===== config.mk =====
export PLATFORM = sky130hd
export DESIGN_NAME = regfile_2r1w
export DESIGN_NICKNAME = d
export VERILOG_FILES = /design/src/rtl/regfile_2r1w_pkg.sv /design/src/rtl/regfile_read_port.sv /design/src/rtl/regfile_2r1w.sv
export SDC_FILE = /design/constraint.sdc
export NUM_CORES = 2
export LEC_CHECK = 0
export CAP_MARGIN = 15
export CORE_MARGIN = 2
export CORE_UTILIZATION = 30
export CTS_CLUSTER_DIAMETER = 50
export DETAILED_ROUTE_END_ITERATION = 8
export PLACE_DENSITY = 0.47
export REMOVE_ABC_BUFFERS = 1
export SETUP_SLACK_MARGIN = 0.4
export SLEW_MARGIN = 5
export SYNTH_ARGS = -nofsm -noshare
export SYNTH_HDL_FRONTEND = slang
export SYNTH_SLANG_ARGS = --single-unit

===== constraint.sdc =====
create_clock -name clk -period 3.61 [get_ports clk]
set_clock_uncertainty 0.15 [all_clocks]
set_input_delay 0.722 -clock clk [delete_from_list [all_inputs] [get_ports clk]]
set_output_delay 0.722 -clock clk [all_outputs]
set_load 0.005 [all_outputs]

===== src/rtl/regfile_2r1w_pkg.sv =====
// Shared widths and zero-register policy so decode, writeback and the
// register file agree on operand and address sizes.
package regfile_2r1w_pkg;

  localparam int DATA_W_DEF = 32;
  localparam int ADDR_W_DEF = 5;
  localparam bit ZERO_REG_DEF = 1'b1;

endpackage


===== src/rtl/regfile_read_port.sv =====
// One registered read port: write-first bypass, hardwired-zero override,
// then a data register that only loads on a request and a one-cycle valid.
module regfile_read_port
  import regfile_2r1w_pkg::*;
#(
  parameter int DATA_W   = DATA_W_DEF,
  parameter int ADDR_W   = ADDR_W_DEF,
  parameter bit ZERO_REG = ZERO_REG_DEF
) (
  input  logic              clk,
  input  logic              clr,
  input  logic              req,
  input  logic [ADDR_W-1:0] addr,
  input  logic [DATA_W-1:0] rdata,
  input  logic              we,
  input  logic [ADDR_W-1:0] waddr,
  input  logic [DATA_W-1:0] wdata,
  output logic [DATA_W-1:0] data,
  output logic              valid
);

  logic [DATA_W-1:0] nextData;

  // Zero override is applied last so a bypassed write to entry 0 never leaks.
  always_comb begin
    nextData = rdata;
    if (we && (waddr == addr)) begin
      nextData = wdata;
    end
    if (ZERO_REG && (addr == '0)) begin
      nextData = '0;
    end
  end

  always_ff @(posedge clk) begin
    if (clr) begin
      data  <= '0;
      valid <= 1'b0;
    end else begin
      valid <= req;
      if (req) begin
        data <= nextData;
      end
    end
  end

endmodule


===== src/rtl/regfile_2r1w.sv =====
// Register file with one write port and two independent registered read
// ports feeding ALU operands A and B.
module regfile_2r1w
  import regfile_2r1w_pkg::*;
#(
  parameter int DATA_W   = DATA_W_DEF,
  parameter int ADDR_W   = ADDR_W_DEF,
  parameter bit ZERO_REG = ZERO_REG_DEF
) (
  input  logic              clk,
  input  logic              clr,
  input  logic              we,
  input  logic [ADDR_W-1:0] waddr,
  input  logic [DATA_W-1:0] wdata,
  input  logic              ra_req,
  input  logic [ADDR_W-1:0] ra_addr,
  input  logic              rb_req,
  input  logic [ADDR_W-1:0] rb_addr,
  output logic [DATA_W-1:0] ra_data,
  output logic              ra_valid,
  output logic [DATA_W-1:0] rb_data,
  output logic              rb_valid
);

  localparam int NREGS = 2 ** ADDR_W;

  logic [DATA_W-1:0] regs [NREGS];
  logic              writeOk;

  assign writeOk = we && !(ZERO_REG && (waddr == '0));

  always_ff @(posedge clk) begin
    if (clr) begin
      for (int i = 0; i < NREGS; i++) begin
        regs[i] <= '0;
      end
    end else if (writeOk) begin
      regs[waddr] <= wdata;
    end
  end

  regfile_read_port #(
    .DATA_W  (DATA_W),
    .ADDR_W  (ADDR_W),
    .ZERO_REG(ZERO_REG)
  ) portA (
    .clk  (clk),
    .clr  (clr),
    .req  (ra_req),
    .addr (ra_addr),
    .rdata(regs[ra_addr]),
    .we   (we),
    .waddr(waddr),
    .wdata(wdata),
    .data (ra_data),
    .valid(ra_valid)
  );

  regfile_read_port #(
    .DATA_W  (DATA_W),
    .ADDR_W  (ADDR_W),
    .ZERO_REG(ZERO_REG)
  ) portB (
    .clk  (clk),
    .clr  (clr),
    .req  (rb_req),
    .addr (rb_addr),
    .rdata(regs[rb_addr]),
    .we   (we),
    .waddr(waddr),
    .wdata(wdata),
    .data (rb_data),
    .valid(rb_valid)
  );

endmodule


# ---- Word-level counts from Yosys, hierarchy flattened
# Memories as Yosys holds them, arrays and structs flattened.
# Index checks and enable logic that the tools add are counted.
dict set report op_classes {
  n_eq_ne 2
  n_reduce_logical 8
  n_mux 12
}
# cell n
set op_table {}
lappend op_table {{two-way mux 32 bit} 5}
lappend op_table {{OR reduction 32 bit} 1}
lappend op_table {{logical NOT 5 bit} 3}
lappend op_table {{equality test 5 bit} 2}
lappend op_table {{two-way mux 1 bit} 6}
lappend op_table {{two-way mux 5 bit} 1}
lappend op_table {{logical AND 1 bit} 3}
lappend op_table {{logical NOT 1 bit} 1}
dict set report totals {
  output_inout_bits 66
  wordCells 27
  in_bits 52
  memories 1
  regBits 66
  ram_bits 1024
}
# memory words width rd rd_ports_with_merged_regs wr line_no
set memory_table {}
lappend memory_table {regs 32 32 2 0 32 regfile_2r1w.sv:27} ;# logic [DATA_W-1:0] regs [NREGS];

# ---- Depth between registers and ports, before layout
dict set report depth {
  word_depth 8
  depth_mapped 9
  mapped_depth_nobuf 5
}

# ---- Modules after synthesis
# Synthesis repeated with hierarchy kept, for this count alone.
dict set report unflattened {
  hier_cells 4995
  area_unflattened_um2 59394.5
}
# module area_each_um2 cells_each seq_area_each_um2 n_inst
set modules_own_cells {}
lappend modules_own_cells {regfile_2r1w 55923.6 4605 30749.5 1}
lappend modules_own_cells {regfile_read_port 1735.4 195 660.6 2}

# ---- Least setup slack after synthesis
# No wires, ideal clock.
dict set report synth_path {
  kind {input port to flip-flop}
  from {input port waddr[3]}
  to {memory regs[11][0] (netlist bit), enable pin}
  path_buffers 1
  arrival_time_ps 2219
  setup_slack_ps 866
  setup_ps 375
  stages 4
  required_time_ps 3085
  path_cell_list {clkbuf_1 > or3b_2 > nor2_1 > or2_2}
}
# item line_no
set synth_lines {}
lappend synth_lines {{from (decl)} regfile_2r1w.sv:13} ;# input logic [ADDR_W-1:0] waddr,
lappend synth_lines {{to (decl)} regfile_2r1w.sv:27}

# ---- Worst setup path in the final report
dict set report layout_path {
  from {register portA.data[28]}
  to {output port ra_data[28]}
}
# item line_no
set layout_lines {}
lappend layout_lines {{from (decl)} regfile_read_port.sv:18} ;# output logic [DATA_W-1:0] data,
lappend layout_lines {{from (signal assigned)} regfile_read_port.sv:42} ;# data <= nextData;
lappend layout_lines {{to (decl)} regfile_2r1w.sv:19} ;# output logic [DATA_W-1:0] ra_data,
# No word-level cell between the ends.

==> metrics.txt <==
# TYPE chip_impl_metric gauge
chip_impl_metric{name="final_wirelength",unit="mm"} 213
chip_impl_metric{name="critPathBufInv",unit=""} 1
chip_impl_metric{name="antenna_violating_nets_post_route",unit=""} 0
chip_impl_info{name="synth_common_cells",value="1026 x and2_1, 1024 x edfxtp_1, 416 x mux2i_1"} 1
chip_impl_metric{name="r2r_cells",unit=""} 4
chip_impl_metric{name="area.sequential",unit="um^2"} 32100
chip_impl_metric{name="h-tree-depth",unit=""} 4
chip_impl_metric{name="cellPowerDensity",unit="nW/um^2"} 492
chip_impl_metric{name="timing.final.setup_violations",unit=""} 0
chip_impl_metric{name="placed_area",unit="um^2"} 63200
chip_impl_metric{name="cts.repair.resized",unit=""} 0
chip_impl_info{name="synth-main-ff-cell",value="edfxtp_1"} 1
chip_impl_metric{name="multi_input_area",unit="um^2"} 23400
chip_impl_metric{name="synth_largest_type_area_fraction",unit="%"} 54.0
chip_impl_info{name="run_status",value="complete, no violations"} 1
chip_impl_metric{name="grt_pass1_vias",unit=""} 37400
chip_impl_metric{name="via_count",unit=""} 36500
chip_impl_info{name="netlist_top_cells_area",value="edfxtp_1 54%, mux4_2 13%, and2_1 11%"} 1
chip_impl_metric{name="finalNetCount",unit=""} 4223
chip_impl_metric{name="ir_worst_vdd",unit="V"} 0.000536
chip_impl_metric{name="ys_ff_latch",unit=""} 1090
chip_impl_info{name="worst_r2r_startpoint",value="regs[10][12]$_SDFFCE_PN0P_"} 1
chip_impl_info{name="rsz0062_at_grt",value="no"} 1
chip_impl_metric{name="crit_fanout",unit=""} 2
chip_impl_metric{name="post_cts.repair.setup_buffers",unit=""} 0
chip_impl_metric{name="power_leakage",unit="nW"} 24.4
chip_impl_metric{name="grt.total_usage",unit="%"} 21.8
chip_impl_metric{name="detailedPlacementHpwl",unit="mm"} 135
chip_impl_metric{name="fillers",unit=""} 18000
chip_impl_metric{name="cts-root-to-sink-buffers",unit=""} 3
chip_impl_metric{name="place.port_buffers",unit=""} 117
chip_impl_metric{name="cts_buffers",unit=""} 146
chip_impl_metric{name="io-pin-count",unit=""} 118
chip_impl_metric{name="area.growth.synth_to_final",unit="%"} 19.6
chip_impl_metric{name="netlist_area_pre_place",unit="um^2"} 56900
chip_impl_metric{name="worst_ep_required_time",unit="ns"} 2.74
chip_impl_metric{name="worst_pin_slew",unit="ns"} 1.00
chip_impl_metric{name="clk_pin_slew_worst_paths",unit="ns"} 0.06
chip_impl_metric{name="post_cts_hold_buffer_count",unit=""} 0
chip_impl_metric{name="final.hold.worst_slack",unit="ns"} 0.199
chip_impl_info{name="startpoint",value="portA.data[28]$_SDFFE_PP0P_"} 1
chip_impl_metric{name="largest_net_degree_at_the_start_of_global_routing",unit=""} 65
chip_impl_metric{name="clock_insertion_delay_worst_skew",unit="ns"} 0.81
chip_impl_metric{name="final_hold_violation_count",unit=""} 0
chip_impl_metric{name="postSynthCellCount",unit=""} 3966
chip_impl_info{name="crit_slowest_cell",value="clkdlybuf4s50_1"} 1
chip_impl_info{name="start_to_end_type_of_the_worst_setup_path",value="reg -> out"} 1
chip_impl_metric{name="normalized_max_slew_margin",unit="%"} 33.1
chip_impl_info{name="root_cell_of_the_clock_tree",value="clkbuf_16"} 1
chip_impl_metric{name="drcViolationCount",unit=""} 0
chip_impl_metric{name="detail_route.first_pass.iterations",unit=""} 5
chip_impl_metric{name="final_util",unit="%"} 36.2
chip_impl_metric{name="number_of_synthesized_flops_with_an_enable_pin",unit=""} 1024
chip_impl_metric{name="slew_viol_final",unit=""} 0
chip_impl_info{name="netlist.top_cell.by_area",value="edfxtp_1"} 1
chip_impl_metric{name="number_of_sinks_on_the_clock_net",unit=""} 1090
chip_impl_info{name="critPathLaunchType",value="flip-flop"} 1
chip_impl_info{name="critPathTopFamily",value="buffers and inverters"} 1
chip_impl_metric{name="timing.final.crit_share",unit="%"} 77.4
chip_impl_info{name="worst_setup_path_end_kind",value="output pin"} 1
chip_impl_metric{name="post_synth_num_cell_types",unit=""} 39
chip_impl_metric{name="max-cap-violations",unit=""} 0
chip_impl_metric{name="initial_cell_density_of_the_core",unit="%"} 30.3
chip_impl_metric{name="fmax",unit="MHz"} 358
chip_impl_metric{name="chipHeight",unit="um"} 440
chip_impl_info{name="critical_path.cell_chain",value="clkdlybuf4s50_1"} 1
chip_impl_metric{name="worst_ep_arrival_time",unit="ns"} 1.92
chip_impl_info{name="worst_r2r_endpoint",value="portA.data[12]$_SDFFE_PP0P_"} 1
chip_impl_metric{name="initial_antenna_violation_count",unit=""} 9
chip_impl_metric{name="avgRoutedWirePerCell",unit="um"} 31.4
chip_impl_metric{name="die_width",unit="um"} 440
chip_impl_metric{name="grt_first_pass_wirelength",unit="mm"} 297
chip_impl_metric{name="non_filler_cell_area_final",unit="um^2"} 68100
chip_impl_metric{name="cp_slowest_stage_delay",unit="ns"} 0.58
chip_impl_metric{name="layout-drive-gt1-share",unit="%"} 23.2
chip_impl_info{name="cts_tree",value="done"} 1
chip_impl_metric{name="mean_instance_size_in_the_synthesized_netlist",unit="um^2"} 14.4
chip_impl_info{name="min_path_type",value="in -> reg"} 1
chip_impl_info{name="worstSetupEndpoint",value="ra_data[28]"} 1
chip_impl_metric{name="finalWorstPathRequiredPeriod",unit="ns"} 2.79
chip_impl_metric{name="fp.coreArea",unit="um^2"} 188000
chip_impl_metric{name="die_area",unit="um^2"} 193000
chip_impl_metric{name="synth.yosys.seq_area_share",unit="%"} 56.3
chip_impl_metric{name="ys_warn_count",unit=""} 0
chip_impl_metric{name="synth_async_sr_flop_share",unit="%"} 0
chip_impl_metric{name="worstSetupPathDepth",unit=""} 1
chip_impl_metric{name="viasPerCell",unit=""} 5.37
chip_impl_metric{name="gpl.final_weighted_congestion",unit=""} 0.823
chip_impl_metric{name="floorplan.rows",unit=""} 159
chip_impl_info{name="synthMostInstantiatedCell",value="and2_1"} 1
chip_impl_metric{name="global_route.overflow_total",unit=""} 0
chip_impl_metric{name="detail_route.iter0.violations",unit=""} 3374
chip_impl_metric{name="rrSetupSlack",unit="ns"} 1.30
[kinds of logic after synthesis]
logic type                share of synthesized area, %
buffers and inverters                             3.46
and+or+nand+nor                                   12.5
muxes                                             20.0
xor gates and xnor gates                         0.154
DFF                                               56.3
other                                          0.00658
AOI/OAI and AO/OA                                 7.55
[flip-flops by register name (all words and copies together), names as in the netlist]
name	flops
portA.data	32
portA.valid	1
portB.data	32
portB.valid	1
regs	1024
[stage by stage]
step           power (W)  setup slack [ns]  TNS [ns]  std cells
6_report          0.0335             0.817         0       6795
5_1_grt           0.0345             0.760         0       6787
4_1_cts           0.0338             0.697         0       6787
3_5_place_dp      0.0191             0.124         0       6518
3_3_place_gp      0.0191             0.119         0       6517
2_1_floorplan     0.0168             -1.54    -50.02       3573
[where the power goes]
| part | internal, W | switching (W) |
|---|---|---|
| combinational | 0.00167 | 0.00216 |
| sequential | 0.0145 | 0.000449 |
| clock | 0.00860 | 0.00613 |
[cells in the final DEF, fill, tap and decap left out, types with 96 or more instances in the layout]
| cell | netlist | final |
|---|---|---|
| a21oi_1 | 96 | 96 |
| a22o_1 | 96 | 96 |
| a22oi_1 | 224 | 224 |
| and2_1 | 1026 | 1024 |
| buf_4 | 27 | 256 |
| clkbuf_16 | 0 | 148 |
| clkdlybuf4s50_1 | 0 | 111 |
| edfxtp_1 | 1024 | 1024 |
| mux2i_1 | 416 | 416 |
| mux4_2 | 320 | 320 |
[how the worst min path moves through the flow]
stage / slack, ns / cells past startpoint / from / end
2_1_floorplan: 0.32 / 2 / portB.data[0]$_SDFFE_PP0P_ / portB.data[0]$_SDFFE_PP0P_
3_5_place_dp: 0.32 / 2 / portB.data[30]$_SDFFE_PP0P_ / portB.data[30]$_SDFFE_PP0P_
4_1_cts: 0.13 / 2 / clr / portB.valid$_SDFF_PP0_
5_1_grt: 0.15 / 2 / clr / portB.valid$_SDFF_PP0_
6_report: 0.20 / 2 / clr / portB.valid$_SDFF_PP0_
3_3_place_gp: 0.33 / 2 / portB.data[30]$_SDFFE_PP0P_ / portB.data[30]$_SDFFE_PP0P_
[layout make-up]
| class | count | area share [%] |
|---|---|---|
| clock inverters | 87 | 1.47 |
| diodes | 8 | 0.0294 |
| multi-input cells | 2482 | 34.3 |
| clock buffers | 182 | 5.67 |
| flip-flops and latches | 1090 | 47.1 |
| repair buffers | 450 | 6.87 |
| inverters | 1 | 0.00551 |
| well taps | 2495 | 4.58 |
[routing by layer]
layer / GRT usage [%] / share of wire [%] / vias to the layer above
met4: 8.31 / 3.8 / 0
met2: 36.7 / 49 / 1184
li1: - / - / 15700
met3: 2.91 / 4.8 / 332
met1: 28.5 / 42 / 19300
met5: 0 / 0 / -
No activity file was read; power rests on OpenSTA's default activity.
